`config.mk`:
```
export PLATFORM = sky130hd
export DESIGN_NAME = riscv32ima_ifq
export DESIGN_NICKNAME = d
export VERILOG_FILES = /design/src/rtl/riscv32ima_ifq.sv
export SDC_FILE = /design/constraint.sdc
export NUM_CORES = 1
export LEC_CHECK = 0
export ABC_AREA = 1
export CAP_MARGIN = 20
export CORE_AREA = 2 2 177 179
export DETAILED_ROUTE_END_ITERATION = 12
export DIE_AREA = 0 0 179 181
export DONT_BUFFER_PORTS = 1
export PLACE_DENSITY = 0.45
export SYNTH_ARGS = -nofsm -noshare
export SYNTH_HDL_FRONTEND = slang
export SYNTH_SLANG_ARGS = --single-unit
```
`constraint.sdc`:
```
create_clock -name clk -period 6.5 [get_ports clk]
set_input_delay 1.3 -clock clk [delete_from_list [all_inputs] [get_ports clk]]
set_output_delay 1.3 -clock clk [all_outputs]
set_load 0.01 [all_outputs]
```
`src/rtl/riscv32ima_ifq.sv`:
```
// Instruction queue/aligner: buffers 64-bit fetch words and hands decode one
// 32-bit instruction per cycle, starting at the half selected by the fetch address.
module riscv32ima_ifq #(
   parameter int ADDR_WIDTH = 32,
   parameter int DATA_WIDTH = 64,
   parameter int INST_WIDTH = 32,
   parameter int DEPTH      = 2
) (
   input  logic                  clk,
   input  logic                  rst,
   input  logic                  fetch_valid,
   output logic                  fetch_ready,
   input  logic [ADDR_WIDTH-1:0] fetch_address,
   input  logic [DATA_WIDTH-1:0] fetch_data,
   input  logic                  wback_pc_wen,
   output logic                  decode_valid,
   input  logic                  decode_ready,
   output logic [ADDR_WIDTH-1:0] decode_pc,
   output logic [INST_WIDTH-1:0] decode_inst
);

   localparam int PTR_W = (DEPTH > 1) ? $clog2(DEPTH) : 1;
   localparam int CNT_W = PTR_W + 1;
   localparam int TAG_W = ADDR_WIDTH - 3;

   // Entry storage is not reset; only the control state is.
   logic [TAG_W-1:0]      tag_mem   [DEPTH];
   logic                  start_mem [DEPTH];
   logic [DATA_WIDTH-1:0] data_mem  [DEPTH];

   logic [CNT_W-1:0] count_reg, count_next;
   logic [PTR_W-1:0] wr_ptr_reg, wr_ptr_next;
   logic [PTR_W-1:0] rd_ptr_reg, rd_ptr_next;
   logic             half_reg, half_next;

   logic             push;
   logic             consume;
   logic             pop;
   logic [PTR_W-1:0] rd_ptr_inc;
   logic [PTR_W-1:0] wr_ptr_inc;
   logic             unused_addr_bits;

   // Byte offset within an instruction carries no information for the queue.
   assign unused_addr_bits = ^fetch_address[1:0];

   assign fetch_ready  = (count_reg < CNT_W'(DEPTH));
   assign decode_valid = (count_reg != '0);

   assign push    = fetch_valid & fetch_ready & ~wback_pc_wen;
   assign consume = decode_valid & decode_ready;
   assign pop     = consume & half_reg;

   assign rd_ptr_inc = rd_ptr_reg + PTR_W'(1);
   assign wr_ptr_inc = wr_ptr_reg + PTR_W'(1);

   always_ff @(posedge clk) begin
      if (push) begin
         tag_mem[wr_ptr_reg]   <= fetch_address[ADDR_WIDTH-1:3];
         start_mem[wr_ptr_reg] <= fetch_address[2];
         data_mem[wr_ptr_reg]  <= fetch_data;
      end
   end

   always_comb begin
      count_next  = count_reg;
      wr_ptr_next = wr_ptr_reg;
      rd_ptr_next = rd_ptr_reg;
      half_next   = half_reg;
      if (wback_pc_wen) begin
         count_next  = '0;
         wr_ptr_next = '0;
         rd_ptr_next = '0;
         half_next   = 1'b0;
      end else begin
         if (push) begin
            wr_ptr_next = wr_ptr_inc;
         end
         if (pop) begin
            rd_ptr_next = rd_ptr_inc;
         end
         case ({push, pop})
            2'b10:   count_next = count_reg + CNT_W'(1);
            2'b01:   count_next = count_reg - CNT_W'(1);
            default: count_next = count_reg;
         endcase
         // The half pointer is reloaded whenever a new entry becomes head.
         if (pop) begin
            if (count_reg > CNT_W'(1)) begin
               half_next = start_mem[rd_ptr_inc];
            end else if (push) begin
               half_next = fetch_address[2];
            end else begin
               half_next = 1'b0;
            end
         end else if (consume) begin
            half_next = 1'b1;
         end else if (push && (count_reg == '0)) begin
            half_next = fetch_address[2];
         end
      end
   end

   always_ff @(posedge clk or posedge rst) begin
      if (rst) begin
         count_reg  <= '0;
         wr_ptr_reg <= '0;
         rd_ptr_reg <= '0;
         half_reg   <= 1'b0;
      end else begin
         count_reg  <= count_next;
         wr_ptr_reg <= wr_ptr_next;
         rd_ptr_reg <= rd_ptr_next;
         half_reg   <= half_next;
      end
   end

   always_comb begin
      decode_pc   = '0;
      decode_inst = '0;
      if (decode_valid) begin
         decode_pc   = {tag_mem[rd_ptr_reg], half_reg, 2'b00};
         decode_inst = half_reg ? data_mem[rd_ptr_reg][DATA_WIDTH-1:INST_WIDTH]
                                : data_mem[rd_ptr_reg][INST_WIDTH-1:0];
      end
   end

endmodule

```
# --- Yosys cells after proc, flatten, opt, wreduce, memory -nomap -nowiden ---
# Memories as Yosys holds them, arrays and structs flattened.
# Cells that the tools add are included.
totals:
  register_bits: 5
  mem_count: 3
  ram_bits: 188
  input_bits: 101
  out_inout_bits: 66
  word_cells: 44
  latchBits: 0
  mem_bits_ro: 0
mem_list:
  columns: ["name", "words", "word_bits", "rd", "rd_ports_with_merged_regs", "wr", "line", "rtl"]
  rows:
  - ["data_mem", 2, 64, 1, 0, 1, "29", "logic [DATA_WIDTH-1:0] data_mem [DEPTH];"]
  - ["tag_mem", 2, 29, 1, 0, 1, "27", "logic [TAG_W-1:0] tag_mem [DEPTH];"]
  - ["start_mem", 2, 1, 1, 0, 1, "28", "logic start_mem [DEPTH];"]
op_classes:
  n_bitwise: 5
  n_lt_le_gt_ge: 2
  shifts: 0
  multipliers: 0
  muxes: 17
  reduce_logical: 7
  eq_ne: 2
  addsub: 4
  div: 0
op_table:
  columns: ["op", "count"]
  rows:
  - ["32-bit two-way mux", 3]
  - ["1-bit two-way mux", 12]
  - ["2-bit nonzero test", 3]
  - ["1-bit bitwise AND", 4]
  - ["2-bit one-hot mux with 2 select lines", 1]
  - ["4-bit nonzero test", 1]
  - ["3-bit nonzero test", 1]
  - ["1-bit adder, second input constant", 2]
  - ["2-bit by 1-bit adder with 2-bit output, second input constant", 1]
  - ["2-bit by 1-bit == test with 1-bit output, second input constant", 1]
  - ["2-bit == test, second input constant", 1]
  - ["2-bit by 1-bit > comparator with 1-bit output, second input constant", 1]
  - ["2-bit zero test", 1]
  - ["2-bit < comparator, second input constant", 1]
  - ["2-bit two-way mux", 1]
  - ["2-bit by 1-bit subtractor with 2-bit output, second input constant", 1]
  - ["1-bit logical AND", 1]
  - ["1-bit NOT", 1]

# --- Depth between registers and ports, before layout ---
# Gate-level depths: netlist of the first run.
logic_depth:
  depth_word: 8
  depth_mapped: 11
  depth_no_buf: 10

# --- Worst setup path before layout of the first run ---
# OpenSTA, ideal clock, no wires.
synth_path:
  path_type: "input -> register"
  startpoint: "input port wback_pc_wen"
  endpoint: "memory data_mem[0][0], enable pin"
  cell_stages: 3
  n_path_buf: 0
  slack_ps: 496
  setup_time_ps: 547
  t_arrival_ps: 5456
  path_cell_list: "inv_1 -> nand2_1 -> nor2_1"
synth_via:
  elab_chain_len: 4
synth_lines:
  columns: ["item", "line", "rtl"]
  rows:
  - ["start, declared", "15", "input logic wback_pc_wen,"]
  - ["1-bit NOT", "49", "assign push = fetch_valid & fetch_ready & ~wback_pc_wen;"]
  - ["1-bit bitwise AND", "49", null]
  - ["1-bit two-way mux", "57", "if (push) begin"]
  - ["1-bit two-way mux (not written as such)", "60", "data_mem[wr_ptr_reg] <= fetch_data;"]
  - ["end, declared", "29", null]
# Every way passes these cells.

# --- Worst setup path after layout of the first run ---
layout_path:
  startpoint: "register rd_ptr_reg"
  endpoint: "output port decode_inst[9]"
layout_via:
  elab_chain_len: 3
layout_lines:
  columns: ["item", "line", "rtl"]
  rows:
  - ["start, declared", "33", "logic [PTR_W-1:0] rd_ptr_reg, rd_ptr_next;"]
  - ["start signal, assigned", "112", "rd_ptr_reg <= rd_ptr_next;"]
  - ["memory 2 x 64 bit", null, null]
  - ["32-bit two-way mux", "122", "decode_inst = half_reg ? data_mem[rd_ptr_reg][DATA_WIDTH-1:INST_WIDTH]"]
  - ["32-bit two-way mux", "120", "if (decode_valid) begin"]
  - ["end, declared", "19", "output logic [INST_WIDTH-1:0] decode_inst"]
# Every way passes these cells.

==> flow_metrics.tcl, run 1 <==
set metrics [dict create \
    status "finished, final reports clean" \
    core-area_mm2 0.0303 \
    grtUsageTotal_pct 11.7 \
    use_met3_pct 6.14 \
    critPathMaxStageDelay_ns 0.70 \
    cp-start-kind "flip-flop" \
    cp.required_ns 5.20 \
    crit_path_end_kind "primary output" \
    powerDensity_mw_per_mm2 385 \
    power_uw 3320 \
    worst_r2r_startpoint "count_reg[1]$_DFFE_PP0P_" \
    clock_sinks 193 \
    syn_to_final_growth_pct 14.4 \
    start_util_pct 24.8 \
    avgSynthCellArea_um2 12.7 \
    diodes 0 \
    report.final.slew_viol_count 0 \
    ys.flop_type "edfxtp_1" \
    clk_pin_slew_ns 0.07 \
    cts_buffers 17 \
    die-area_mm2 0.0324 \
    ant_nets 0 \
    cp_slowest_cell "clkinv_2" \
    max_freq_ghz 0.236 \
    ys_top_cells_by_count "193 x nor2_1, 188 x edfxtp_1, 64 x o21ai_0" \
    route.detailed.drc 0 \
    min-delay-path-class "flip-flop to flip-flop" \
    yosysTopAreaCellShare_pct 74.9 \
    syn-cell-area_mm2 0.00754 \
    place_ws_ns 2.25 \
    grt_pass1_wl_mm 27.3 \
    io_pins 167 \
    timing.final.crit_share_pct 65.1 \
    post_cts_resize_count 0 \
    busiest_layer "met2" \
    slew_headroom_pct 30.1 \
    leakagePower_uw 0.00287 \
    max_flop_register "data_mem" \
    period_needed_ns 4.23 \
    ys_async_sr_fraction_pct 2.59 \
    overflow 0 \
    io_buffers 0 \
    max-clock-path-buffers 2 \
    synth_warnings 0 \
    reg2reg_slack_ns 3.66 \
    hold_start "count_reg[0]$_DFFE_PP0P_" \
    reg_top3 "data_mem: 128 flops, tag_mem: 58 flops" \
    cts_tree "built" \
    fin_skew_ns 0.0107 \
    finalHoldViolCount 0 \
    die_w_um 179 \
    use_met1_pct 13.0 \
    setup_slack_ns 2.27 \
    yosysMostFrequentCell "nor2_1" \
    crit_arrival_ns 2.93 \
    fin_hold_ws_ns 0.511 \
    dp_hpwl_mm 10.3 \
    ys_seq_area_share_pct 76.6 \
    drt-total-wl_mm 18.6 \
    die-height_um 181 \
    irDropWorstVdd_uv 142 \
    antenna_found_initial 0 \
    grt_use_met2_pct 19.3 \
    post_cts_buffers 0 \
    reg2reg_depth 11 \
    grt_pass1_vias 4276 \
    drv_cap 0 \
    firstDrtPassIters 4 \
    timing.rr.end "count_reg[1]$_DFFE_PP0P_" \
    final_layout_size_suffix_gt1_share_pct 7.55 \
    worstHoldPathCells 2 \
    grt_max_degree 71 \
    dpl_cell_area_mm2 0.00791 \
    gp_congestion 0.691 \
    drt_iter0_markers 269 \
    worst_pin_slew_ns 1.05 \
    htree_levels 4 \
    ctsHoldBuffers 0 \
    cts-root-buf "clkbuf_16" \
    rows 64 \
    holdPathEnd "count_reg[0]$_DFFE_PP0P_" \
    insertion_delay_ns 0.43 \
    setup_viol 0 \
    grt_setup_unrepaired "no" \
    tns_ns 0 \
    yosys.area.top_type "edfxtp_1" \
    vias 4251 \
    largest_reg_flops 128 \
    nets 686 \
    worst-path-max-fanout 50 \
    synth_cells 593 \
    path_cells "clkinv_2, buf_4, o21ai_0, a21oi_1" \
    synth-seq-cells 193 \
    worstSetupPathType "flip-flop to primary output" \
    via_per_inst 4.29 \
    wl_per_cell_um 18.7 \
    synthTopCellsByArea "edfxtp_1 75%, nor2_1 9.6%, o21ai_0 4.3%" \
    synth_edf_count 188 \
    final_design_area_no_fill_mm2 0.00862 \
    synth.distinct_cells 20 \
]
[metrics by stage]
stage                     std cells  utilization (%)
final                           992             28.4
after global routing            992             28.4
after CTS                       990             28.3
after detailed placement        958             26.1
after global placement          958             26.1
after floorplan                 594                -
[critical path, delay by kind of cell (launching register included)]
kind / cells / cell delay [ns]
buffers and inverters: 2 / 1.29
AOI/OAI and AO/OA: 2 / 0.55
DFF: 1 / 0.65
[layer usage]
| layer | vias up | routed length, um |
|---|---|---|
| met5 | - | 0 |
| met4 | 0 | 192 |
| met3 | 11 | 1900 |
| met2 | 122 | 9110 |
| met1 | 2058 | 7390 |
| li1 | 2060 | - |
[placed cells by master, fill, tap and decap left out, drive strengths merged]
cell type  instances
nand2             20
ha                 2
clkinv             7
a21oi             34
clkbuf            18
buf                6
nand4              1
o21ai             95
dfrtp              5
edfxtp           188
conb               2
nor2             194
inv               12
o2111ai            1
bufinv             6
nand3              5
[logic make-up after synthesis]
group                    share of synthesized area [%]
AND/OR/NAND/NOR                                   11.1
flip-flops                                        76.6
AO/OA/AOI/OAI                                     8.68
buffers and inverters                             3.25
adder cells (fa/ha/maj)                          0.332
other                                           0.0498
[final cells by class]
type                       count  area, um^2
fill                        3104       21700
sequential                   193        5780
multi-input combinational    354        1540
tap                          396         495
clock buffer                  18         429
clock inverter                14         235
timing repair buffer           6         103
inverter                      11        42.5
[where the power goes]
group | leakage, uW | total, uW | switching, uW | internal [uW]
logic | 0.000756 | 573 | 429 | 144
registers | 0.00178 | 1550 | 65.5 | 1490
clock network | 0.000328 | 1200 | 473 | 724
total | 0.00287 | 3320 | 967 | 2360
[worst max path at each step]
stage                               end                     start
2_1_floorplan  data_mem[0][0]$_DFFE_PP_              wback_pc_wen
3_3_place_gp              decode_pc[25]  count_reg[1]$_DFFE_PP0P_
3_5_place_dp              decode_pc[18]  count_reg[1]$_DFFE_PP0P_
4_1_cts                   decode_pc[18]  count_reg[1]$_DFFE_PP0P_
5_1_grt                 decode_inst[19]    rd_ptr_reg$_DFFE_PP0P_
6_report                 decode_inst[9]    rd_ptr_reg$_DFFE_PP0P_
Note: power is estimated with default switching activity, not from simulation.
==> run 2: changes to the inputs <==
Settings changed: ABC_AREA 1 to 0, CORE_AREA 2 2 177 179 to 2 2 176 178, DIE_AREA 0 0 179 181 to 0 0 178 180.
Clock period 6.5 ns to 4.2 ns, I/O delays scaled along.
==> run 2 against run 1 <==
  * Clock-buffer cell count down 1
  * Sequential share of layout area rose by 1.2 points
  * Design area is 1.7% lower
  * Sequential power up 55%
  * Worst setup slack worse by 1.3 ns
  * Worst hold slack got worse by 0.33 ns
  * Clock skew is 0.0032 ns lower
  * Clock power is 30% higher
  * Critical endpoint is now decode_inst[28]
  * Largest power group unchanged
==> flow_metrics.tcl, run 2 <==
set metrics [dict create \
    final_common_cell "edfxtp_1" \
    worst_r2r_startpoint "count_reg[1]$_DFFE_PP0P_" \
    htree_levels 4 \
    reg2reg_slack_ns 1.97 \
    cp.required_ns 3.36 \
    tns_ns 0 \
    setup_viol 0 \
    drv_cap 0 \
    min-delay-path-class "input port to asynchronous set/reset pin" \
    clk_pin_slew_ns 0.08 \
    vias 3238 \
    avgSynthCellArea_um2 20.5 \
    dp_cells 747 \
    gp_congestion 0.674 \
    crit_arrival_ns 2.43 \
    synthTopCellsByArea "edfxtp_1 76%, mux4_2 9.7%, mux2i_1 4.2%" \
    final_layout_size_suffix_gt1_share_pct 19.8 \
    instances_no_fill 779 \
    rows 64 \
    start_util_pct 24.7 \
    nets 473 \
    reg2reg_depth 7 \
    worstSetupPathType "flip-flop to primary output" \
    die-height_um 180 \
    grt_max_degree 52 \
    cts-root-buf "clkbuf_16" \
    synth_top_family_by_area "multiplexers" \
    max-clock-path-buffers 2 \
    die-area_mm2 0.0320 \
    leakagePower_uw 0.00257 \
    io_buffers 0 \
    synth_xor_xnor_area_share_pct 0.538 \
    status "finished, final reports clean" \
    clock_sinks 193 \
    die_w_um 178 \
    reg_top3 "data_mem: 128 flops, tag_mem: 58 flops" \
    report.final.slew_viol_count 0 \
    irDropWorstVdd_uv 472 \
    synth_cells 364 \
    max_freq_ghz 0.306 \
    largest_reg_flops 128 \
    ys_top_cells_by_count "188 x edfxtp_1, 33 x nor2_1, 32 x and2_1, 32 x mux4_2, 31 x mux2i_1" \
    wl_per_cell_um 18.9 \
    grt_pass1_vias 3526 \
    syn_to_final_growth_pct 13.8 \
    ys_async_sr_fraction_pct 2.59 \
    synthMuxAreaShare_pct 13.8 \
    crit_path_end_kind "primary output" \
    dp_hpwl_mm 9.46 \
    io_pins 167 \
    ys_seq_area_share_pct 77.5 \
    via_per_inst 4.16 \
    drt_iter0_markers 143 \
    synth_compound_area_share_pct 0.571 \
    max_flop_register "data_mem" \
    overflow 0 \
    post_cts_buffers 0 \
    grt_setup_unrepaired "no" \
    synth_edf_count 188 \
    final_cell_mix "188 x edfxtp_1, 33 x nor2_1, 32 x mux4_2, 32 x and2_1, 31 x mux2i_1" \
    powerDensity_mw_per_mm2 559 \
    finalHoldViolCount 0 \
    synth-seq-cells 193 \
    fin_skew_ns 0.00753 \
    grt_pass1_wl_mm 21.8 \
    yosysTopAreaCellShare_pct 75.8 \
    cts_buffers 17 \
    syn-cell-area_mm2 0.00744 \
    yosys.area.top_type "edfxtp_1" \
    worst-path-max-fanout 34 \
    cts_tree "built" \
    cp-start-kind "flip-flop" \
    timing.final.crit_share_pct 77.8 \
    synth.distinct_cells 23 \
    firstDrtPassIters 4 \
    period_needed_ns 3.27 \
    ctsHoldBuffers 0 \
    grtUsageTotal_pct 9.51 \
    core-area_mm2 0.0302 \
    ant_nets 0 \
    insertion_delay_ns 0.44 \
    route.detailed.drc 0 \
    ys.flop_type "edfxtp_1" \
    synth_warnings 0 \
    post_cts_resize_count 0 \
    yosysMostFrequentCell "edfxtp_1" \
    yosys.area_share.simple_pct 5.09 \
    diodes 0 \
    drt-total-wl_mm 14.7 \
    antenna_found_initial 0 \
    timing.rr.end "half_reg$_DFFE_PP0P_" \
    synthAdderAreaFrac_pct 0.336 \
    worst_pin_slew_ns 0.996 \
    slew_headroom_pct 33.6 \
]
==> run 2: cell count changes in the layout (fill, tap and decap cells not counted), moves of 5 or more <==
cell	before	now
nor2_1	191	33
o21ai_0	64	0
a21oi_1	34	0
and2_1	0	32
mux4_2	0	32
mux2i_1	0	31
o21ai_1	31	0
nand2_1	20	0
bufinv_16	6	0
buf_4	2	7
clkinv_2	5	0
inv_1	9	4
nand3_1	5	0
==> run 2: layout make-up <==
type | count | area, um^2
clock buffer | 17 | 425
clock inverter | 15 | 151
fill | 2955 | 21700
inverter | 4 | 15.0
multi-input combinational | 146 | 1540
sequential | 193 | 5780
tap | 396 | 495
timing repair buffer | 8 | 72.6
==> run 2: cells by family after synthesis <==
family,after synthesis
buf+inv,26
mux,63
simple gates,72
flops,193
other cells,1
xor+xnor,3
fa+ha+maj,2
compound gates,4
==> run 2: worst max-delay path by stage <==
stage / endpoint / cells past startpoint / slack, ns / start
2_1_floorplan: data_mem[0][0]$_DFFE_PP_ / 3 / 0.12 / fetch_valid
3_3_place_gp: decode_inst[30] / 6 / 1.34 / count_reg[1]$_DFFE_PP0P_
3_5_place_dp: decode_inst[28] / 6 / 1.29 / count_reg[1]$_DFFE_PP0P_
4_1_cts: decode_inst[28] / 6 / 0.79 / count_reg[1]$_DFFE_PP0P_
5_1_grt: decode_inst[28] / 6 / 0.72 / count_reg[1]$_DFFE_PP0P_
6_report: decode_inst[28] / 6 / 0.93 / count_reg[1]$_DFFE_PP0P_
==> run 2: metal layers <==
metal	GRT usage, %	up-vias	share of wire (%)
met2	15.3	130	50
met1	10.0	1672	37
li1	-	1428	-
met3	5.75	8	12
met4	4.00	0	1.3
met5	0	-	0
==> run 2: through the flow <==
step	utilization, %	hold WS [ns]	cell area, um^2	setup WS, ns	total power, uW
detailed placement	26.2	0.621	7900	1.29	3270
floorplan	-	0.578	7460	0.119	3050
finish	28.1	0.185	8480	0.934	4740
CTS	28.1	0.159	8480	0.791	4850
global route	28.1	0.167	8480	0.724	4980
global placement	26.2	0.605	7900	1.34	3240
==> run 2: worst max-delay path, cell delays in order (launching register included) <==
cell	delay, ns
dfrtp_1	0.39
inv_1	0.24
ha_1	0.20
buf_4	0.35
inv_1	0.28
buf_4	0.29
and2_1	0.21
==> run 2: report_power, final <==
| group | total, uW | leakage, uW | internal (uW) | switching [uW] |
|---|---|---|---|---|
| Clock | 1560 | 0.000275 | 789 | 775 |
| Sequential | 2400 | 0.00178 | 2290 | 107 |
| Combinational | 773 | 0.000508 | 288 | 485 |
| Total | 4740 | 0.00257 | 3370 | 1370 |
==> run 3: changes to the inputs <==
Settings changed: ABC_AREA 0 to 1, CORE_AREA 2 2 176 178 to 2 2 177 179, DIE_AREA 0 0 178 180 to 0 0 179 181, PLACE_DENSITY 0.45 to 0.46.
Clock period 4.2 ns to 2.7 ns, I/O delays scaled along.
==> run 3 against run 2 <==
  * Final cell count is 30% higher
  * Total power is 63% higher
  * Critical path depth is 1 lower
  * Global-route usage is 1.9 points higher
  * Clock power is 57% higher
  * Design area is 3.6% higher
  * Wire length is 24% higher
  * Largest cell class unchanged
==> flow_metrics.tcl, run 3 (synthesis gave the netlist of run 1 again) <==
set metrics [dict create \
    status "finished, final reports clean" \
    fill_cells 3038 \
    power_uw 7730 \
    grtUsageTotal_pct 11.4 \
    vias 4352 \
    gp_congestion 0.688 \
    syn_to_final_growth_pct 16.5 \
    grt_pass1_vias 4473 \
    io_pins 167 \
    use_met3_pct 5.98 \
    period_needed_ns 2.53 \
    report.final.slew_viol_count 0 \
    ant_nets 0 \
    final_common_cell "nor2_1" \
    diodes 0 \
    use_met1_pct 12.7 \
    setup_viol 0 \
    finalHoldViolCount 0 \
    firstDrtPassIters 4 \
    clock_sinks 193 \
    reg_top3 "data_mem: 128 flops, tag_mem: 58 flops" \
    largest_reg_flops 128 \
    start_util_pct 24.8 \
    cp-start-kind "flip-flop" \
    cts_tree "built" \
    max_freq_ghz 0.395 \
    switching_power_uw 2430 \
    die-area_mm2 0.0324 \
    worst-path-max-fanout 68 \
    die_w_um 179 \
    insertion_delay_ns 0.44 \
    final_layout_size_suffix_gt1_share_pct 11.1 \
    antenna_found_initial 1 \
    wl_per_cell_um 17.9 \
    path_cells "clkinv_2, buf_16, o21ai_0, a21oi_1, buf_4" \
    core-area_mm2 0.0303 \
    die-height_um 181 \
    multi_input_area_mm2 0.00154 \
    powerDensity_mw_per_mm2 881 \
    pwr-share-clk_pct 31.6 \
    max_flop_register "data_mem" \
    cp.required_ns 2.16 \
    nets 709 \
    drv_cap 0 \
    busiest_layer "met2" \
    irDropWorstVdd_uv 426 \
    cp_slowest_cell "dfrtp_4" \
    overflow 0 \
    power_frac_seq_pct 47.7 \
    route.detailed.drc 0 \
    crit_arrival_ns 1.99 \
    dp_cells 981 \
    p_sw_share_pct 31.5 \
    final_cell_mix "191 x nor2_1, 188 x edfxtp_1, 64 x o21ai_0" \
    grt_use_met2_pct 18.9 \
    instances_no_fill 1015 \
    rows 64 \
    seqCellArea_mm2 0.00578 \
    critPathMaxStageDelay_ns 0.59 \
    grt_pass1_wl_mm 27.0 \
    min-delay-path-class "input port to flip-flop" \
    fin_skew_ns 0.0139 \
    htree_levels 4 \
    dp_hpwl_mm 10.7 \
    drt_iter0_markers 186 \
    grt_max_degree 69 \
    fin_util_pct 28.9 \
    grt_setup_unrepaired "no" \
    leakagePower_uw 0.00295 \
    worst_pin_slew_ns 0.544 \
    pwr-share-comb_pct 20.7 \
    cts_buffers 17 \
    crit_path_end_kind "primary output" \
    fin_hold_ws_ns 0.192 \
    max-clock-path-buffers 2 \
    drt-total-wl_mm 18.2 \
    worstSetupPathType "flip-flop to primary output" \
    internal-power_uw 5300 \
    io_buffers 0 \
    cts-root-buf "clkbuf_16" \
    clk_pin_slew_ns 0.08 \
    slew_headroom_pct 63.7 \
    via_per_inst 4.29 \
    timing.final.crit_share_pct 93.8 \
]
[run 3: layout make-up]
type,instances,area share [%]
Clock buffer,17,4.85
Clock inverter,15,1.64
Inverter,11,0.556
Multi-Input combinational cell,354,17.6
Sequential cell,193,65.8
Tap cell,396,5.65
Timing Repair Buffer,29,3.92
[run 3: worst max-delay path, delay by kind of cell, from the launching register on]
family / cells / cell delay, ns
buffers and inverters: 3 / 0.53
AO/OA/AOI/OAI: 2 / 0.35
flip-flops: 1 / 0.59
[run 3: power by group through the flow]
stage,clock (uW),combinational [uW],sequential (uW)
after floorplan,0,1050,3710
final,2450,1600,3690
after global placement,0,1630,3750
after detailed placement,0,1640,3760
after CTS,2550,1640,3690
after global routing,2670,1810,3720
[run 3: layer usage]
metal  part of all wire, %  routed length [um]
met5                 0.093                  17
met4                   1.2                 221
met3                    10                1900
met2                    48                8770
met1                    40                7300
[run 3: final timing paths]
| check | endpoint | slack (ns) | cells after the start | startpoint |
|---|---|---|---|---|
| hold / removal | tag_mem[0][13]$_DFFE_PP_ | 0.19 | 0 | fetch_address[16] |
| setup / recovery | decode_inst[18] | 0.17 | 5 | rd_ptr_reg$_DFFE_PP0P_ |
| hold reg to reg | count_reg[1]$_DFFE_PP0P_ | 0.52 | 2 | count_reg[1]$_DFFE_PP0P_ |
| setup reg to reg | count_reg[1]$_DFFE_PP0P_ | 0.88 | 11 | count_reg[0]$_DFFE_PP0P_ |
| min in group asynchronous | rd_ptr_reg$_DFFE_PP0P_ | 0.47 | 2 | rst |
| max in group asynchronous | half_reg$_DFFE_PP0P_ | 2.03 | 2 | rst |
[run 3: what timing repair did]
action,in CTS,in global routing
setup endpoints to repair,0,24
setup buffers,0,1
hold buffers,1,0
gates resized for setup,0,6
hold endpoints to repair,5,0
[run 3: through the flow]
stage	TNS (ns)	area, um^2	setup slack, ns
2_1_floorplan	-183.86	7540	-0.978
3_3_place_gp	0	8170	0.501
3_5_place_dp	0	8170	0.506
4_1_cts	0	8750	0.00779
5_1_grt	0	8780	0.00177
6_report	0	8780	0.167
